## src/rtl/a12_edge_qual_pkg.sv

```systemverilog
// Shared mapper definitions for the A12 edge qualifier.
// FSM state type, low-time counter width, saturating increment.
package a12_edge_qual_pkg;

  localparam int A12Q_CTR_W = 4;

  typedef enum logic [1:0] {
    A12Q_LOW_WAIT,
    A12Q_ARMED,
    A12Q_HIGH
  } a12q_state_t;

  function automatic logic [A12Q_CTR_W-1:0] a12q_sat_inc(
    input logic [A12Q_CTR_W-1:0] val,
    input logic [A12Q_CTR_W-1:0] lim
  );
    if (val >= lim) return lim;
    return val + 1'b1;
  endfunction

endpackage

```

## src/rtl/a12_edge_qual_m2_edge_det.sv

```systemverilog
// M2 edge detector: 3-bit history of raw cpu_m2, one-clk edge strobes.
// Ports: clk, map_rst_n (sync, active low), cpu_m2 in; m2_ne, m2_pe out.
module m2_edge_det (
  input  logic clk,
  input  logic map_rst_n,
  input  logic cpu_m2,
  output logic m2_ne,
  output logic m2_pe
);

  logic [2:0] hist;

  always_ff @(posedge clk) begin
    if (!map_rst_n) begin
      hist <= 3'b000;
    end else begin
      hist <= {hist[1:0], cpu_m2};
    end
  end

  // Two older samples must agree before the edge counts.
  assign m2_ne = (hist == 3'b110);
  assign m2_pe = (hist == 3'b001);

endmodule

```

## src/rtl/a12_edge_qual.sv

```systemverilog
// PPU A12 deglitch and rising-edge qualifier for the scanline IRQ counter.
// Ports: clk, map_rst_n, cpu_m2, ppu_a12, filt_en in; a12_level, a12_rise, rise_cnt[7:0] out.
module a12_edge_qual
  import a12_edge_qual_pkg::*;
#(
  parameter int SYNC_LEN   = 2,
  parameter int M2_LOW_MIN = 3
) (
  input  logic       clk,
  input  logic       map_rst_n,
  input  logic       cpu_m2,
  input  logic       ppu_a12,
  input  logic       filt_en,
  output logic       a12_level,
  output logic       a12_rise,
  output logic [7:0] rise_cnt
);

  localparam logic [A12Q_CTR_W-1:0] LOW_MIN =
    A12Q_CTR_W'(M2_LOW_MIN);

  logic [SYNC_LEN-1:0]   sync_q;
  logic                  a12d;
  logic                  m2_ne;
  logic                  m2_pe_unused;
  a12q_state_t           state_q;
  a12q_state_t           state_d;
  logic [A12Q_CTR_W-1:0] ctr_q;
  logic [A12Q_CTR_W-1:0] ctr_d;
  logic [A12Q_CTR_W-1:0] ctr_inc;
  logic                  rise_d;

  m2_edge_det u_m2 (
    .clk       (clk),
    .map_rst_n (map_rst_n),
    .cpu_m2    (cpu_m2),
    .m2_ne     (m2_ne),
    .m2_pe     (m2_pe_unused)
  );

  // Level only moves when the whole window agrees.
  always_ff @(posedge clk) begin
    if (!map_rst_n) begin
      sync_q <= '0;
      a12d   <= 1'b0;
    end else begin
      sync_q <= (sync_q << 1) | SYNC_LEN'(ppu_a12);
      if (&sync_q) begin
        a12d <= 1'b1;
      end else if (~|sync_q) begin
        a12d <= 1'b0;
      end
    end
  end

  assign a12_level = a12d;
  assign ctr_inc   = a12q_sat_inc(ctr_q, LOW_MIN);

  // Rise wins over a same-cycle m2_ne: the
  // pre-increment count decides.
  always_comb begin
    state_d = state_q;
    ctr_d   = ctr_q;
    rise_d  = 1'b0;
    unique case (state_q)
      A12Q_LOW_WAIT: begin
        if (a12d) begin
          state_d = A12Q_HIGH;
          rise_d  = ~filt_en;
        end else if (m2_ne) begin
          ctr_d = ctr_inc;
          if (ctr_inc >= LOW_MIN) begin
            state_d = A12Q_ARMED;
          end
        end
      end
      A12Q_ARMED: begin
        ctr_d = LOW_MIN;
        if (a12d) begin
          state_d = A12Q_HIGH;
          rise_d  = 1'b1;
        end
      end
      A12Q_HIGH: begin
        if (!a12d) begin
          state_d = A12Q_LOW_WAIT;
          ctr_d   = '0;
        end
      end
      default: begin
        state_d = A12Q_LOW_WAIT;
        ctr_d   = '0;
      end
    endcase
  end

  always_ff @(posedge clk) begin
    if (!map_rst_n) begin
      state_q  <= A12Q_LOW_WAIT;
      ctr_q    <= '0;
      a12_rise <= 1'b0;
      rise_cnt <= 8'd0;
    end else begin
      state_q  <= state_d;
      ctr_q    <= ctr_d;
      a12_rise <= rise_d;
      if (rise_d) begin
        rise_cnt <= rise_cnt + 8'd1;
      end
    end
  end

endmodule

```

## config.mk

```make
export PLATFORM = sky130hd
export DESIGN_NAME = a12_edge_qual
export DESIGN_NICKNAME = d
export VERILOG_FILES = /design/src/rtl/a12_edge_qual_pkg.sv /design/src/rtl/a12_edge_qual_m2_edge_det.sv /design/src/rtl/a12_edge_qual.sv
export SDC_FILE = /design/constraint.sdc
export NUM_CORES = 1
export LEC_CHECK = 0
export CAP_MARGIN = 20
export CELL_PAD_IN_SITES_DETAIL_PLACEMENT = 1
export CELL_PAD_IN_SITES_GLOBAL_PLACEMENT = 2
export CORE_ASPECT_RATIO = 1.4
export CORE_UTILIZATION = 34
export CTS_CLUSTER_DIAMETER = 40
export DETAILED_ROUTE_END_ITERATION = 6
export PLACE_DENSITY_LB_ADDON = 0.1
export SLEW_MARGIN = 5
export SYNTH_ARGS = -nofsm -noshare
export SYNTH_HDL_FRONTEND = slang
export SYNTH_HIERARCHICAL = 1
export SYNTH_SLANG_ARGS = --single-unit
```

## constraint.sdc

```tcl
create_clock -name clk -period 1.95 [get_ports clk]
set_clock_uncertainty 0.15 [all_clocks]
set_input_delay 0.39 -clock clk [delete_from_list [all_inputs] [get_ports clk]]
set_output_delay 0.39 -clock clk [all_outputs]
set_load 0.02 [all_outputs]
```

==> summary.md <==
Routability-driven placement finished with a final weighted congestion of 0.770. Number of H-tree levels: 1. The startpoint identified for the worst register-to-register timing path is rise_cnt[3]$_SDFFE_PN0P_. The cell leakage power was 0.491 nW. After detailed routing, the wire length on met1 is 680 um. The average footprint of a synthesized cell was 10.0 um2. Max-cap violations in this run came to 0. Data on the critical path is required at its endpoint by 1.41 ns. Net count after synthesis: 98. The logs give 903 um2 for the combined area of all synthesized cells and 21 for the sink count of the clock tree. The run gives 44 um as the length of routed met3 wiring. CTS placed an instance of clkbuf_4 at the clock tree root.

The floorplan step defined a die boundary enclosing 2870 um2. The routed length per placed instance was 12.1 um; the number of placed I/O pins was 15. The category of the critical setup timing path was flip-flop to primary output. The total count of max-transition violations in the final report is 0, and the count of buffering cells on the critical path with inverters included is 1. The category of cells accounting for the largest share of critical-path delay was buffers and inverters. Counting cells, the worst reg-to-reg path comes to 4. For this configuration, the core starts out at a cell density of 37.0%. In this run the critical register-to-register path is captured at rise_cnt[7]$_SDFFE_PN0P_.

The largest net degree at the start of global routing is 14, and the number of DRC markers in iteration 0 is 12. Hold path depth: 1. From bottom edge to top edge, the die measures 63.0 um.

Post-layout instance area: 1140 um2. The maximum fanout encountered on the critical timing path works out to 5. Across the VDD grid, the largest voltage drop is 0.000390 V.

In this run the cell area measured after placement is 1100 um2. Summed over all nets, wire length on met2 after detailed routing comes to 996 um. The part of the cycle the worst path needs is 95.0%.

At the end of the flow, the number of nets in the layout was 119. The post-route DRC violation count was 0. Static timing analysis puts the maximum clock frequency at 0.540 GHz. The detailed router used layers up to and including met4. TritonCTS built the clock tree. The gate count after technology mapping is 90.

First-pass GRT wire length: 3.06 mm. The data arrival time of the worst path is 1.31 ns, and the worst slew margin relative to its limit is 73.3%. The fraction of layout cells with a size suffix above 1 came out at 11.8%.

For this run the aggregate overflow at the end of global routing stands at 0. The tools report the number of buffers added by the clock tree synthesis step as 3. At the later pin of the worst-skew pair, clock insertion delay measures 0.30 ns. The startpoint identified for the worst hold timing path is u_m2/hist[0]$_SDFF_PN0_. The tools report the number of nets with antenna violations after routing as 0. The detailed placement HPWL was 1.41 mm. The count of cell instances traversed by the critical path is 1. The tools report the number of buffers added for setup after CTS as 0. The largest stage delay on the critical path is 0.62 ns. The design draws 0.000671 W. Final antenna diode count: 0.

The actual slew at the worst max-slew pin is 0.397 ns. The path with the worst hold slack has its endpoint at u_m2/hist[1]$_SDFF_PN0_. Minimum clock period after layout: 1.85 ns. The tightest min-delay check is of the flip-flop to flip-flop type. After floorplanning, the core was divided into 21 placement rows. The count of final hold-check violations is 0, and the summed negative setup slack over all endpoints is 0 ns. The initial antenna violation count is 0, and the total power per unit cell area is 591 nW/um2. The number of detailed-route iterations in the first pass came out at 4. The endpoint type of the worst setup path is a primary output.

The total setup violations reported at the end of the flow is 0, and the area overhead of the layout relative to synthesis is 25.8%. The region available for standard cell placement spans 2440 um2. The library cell contributing the largest single delay on the critical path is clkdlybuf4s50_1. STA classifies the critical path startpoint as a flip-flop. The number of port buffers was 14; the global-route total usage across every layer was 14.8%. Setup repair after global routing left no endpoint under its margin.

The clock-pin slew of the registers on the worst-case setup and hold paths was 0.11 ns. For the via count of the first global-routing pass, the log shows 744. For the overall routed net length, the log shows 1.74 mm. The signal on the critical path passes through clkdlybuf4s50_1. Yosys printed 6 warnings.

The clock passes through at most 2 buffers. The final route contains 709 vias. The vias per cell is 4.92, and the x dimension of the die is 45.6 um. For the setup slack on the worst flop-to-flop path, the log shows 0.47 ns.

The flow ran to the end, and the final reports show no timing, DRC or antenna violations.
==> worst register-to-register path, delay by kind of cell (launching register included) <==
kind	cells	cell delay, ns
and+or+nand+nor	3	0.62
DFF	1	0.43
muxes	1	0.22
==> routing by layer <==
layer | vias up | GRT usage [%]
li1 | 347 | -
met1 | 351 | 15.0
met2 | 9 | 25.9
met3 | 2 | 2.60
met4 | 0 | 9.09
met5 | - | 0
==> through the flow <==
stage / hold slack (ns) / cells / util (%) / setup WS, ns
6_report: 0.318 / 144 / 46.5 / 0.0981
2_1_floorplan: 0.272 / 90 / - / 0.520
3_5_place_dp: 0.299 / 140 / 45.2 / 0.0882
3_3_place_gp: 0.282 / 140 / 45.2 / 0.109
4_1_cts: 0.328 / 144 / 46.3 / 0.00766
5_1_grt: 0.340 / 144 / 46.5 / 0.0100
==> how the worst max path moves through the flow <==
stage                                          end                startpoint
after global routing                   rise_cnt[4]  rise_cnt[4]$_SDFFE_PN0P_
after detailed placement  rise_cnt[7]$_SDFFE_PN0P_                   filt_en
final                                  rise_cnt[2]  rise_cnt[2]$_SDFFE_PN0P_
after global placement    rise_cnt[7]$_SDFFE_PN0P_                   filt_en
after floorplan           rise_cnt[3]$_SDFFE_PN0P_    a12_level$_SDFFE_PN0P_
after CTS                              rise_cnt[3]  rise_cnt[3]$_SDFFE_PN0P_
==> placed cells by master, fill, tap and decap left out, types with 3 or more instances in the layout <==
cell type / n
nor2_1: 3
xor2_1: 3
and2_1: 13
buf_4: 3
clkbuf_4: 3
nand2_1: 6
inv_1: 3
a21oi_1: 3
dfxtp_1: 21
ha_1: 3
nand2b_1: 3
xnor2_1: 3
clkdlybuf4s50_1: 12
==> timing repair <==
action	4_1_cts	5_1_grt
hold buffers	0	0
gates resized for setup	0	2
endpoints found under the setup margin	0	2
==> power breakdown <==
part | internal [W] | total [W] | switching (W)
clock | 0.0000796 | 0.000201 | 0.000121
combinational | 0.0000191 | 0.0000345 | 0.0000153
sequential | 0.000434 | 0.000436 | 0.00000220
==> flip-flops by register name, indices dropped and copies added, names as in the netlist <==
signal / count
a12_level: 1
a12_rise: 1
ctr_q: 4
rise_cnt: 8
state_q: 2
sync_q: 2
u_m2/hist: 3
==> area by class of cell <==
type                    instances  area, um2
clock buffers                   4       26.3
fillers                       306       1310
inverters                       3       11.3
multi-input cells              65        468
flip-flops and latches         21        420
well taps                      34       42.5
repair buffers                 17        168
No activity file was read; power rests on OpenSTA's default activity.
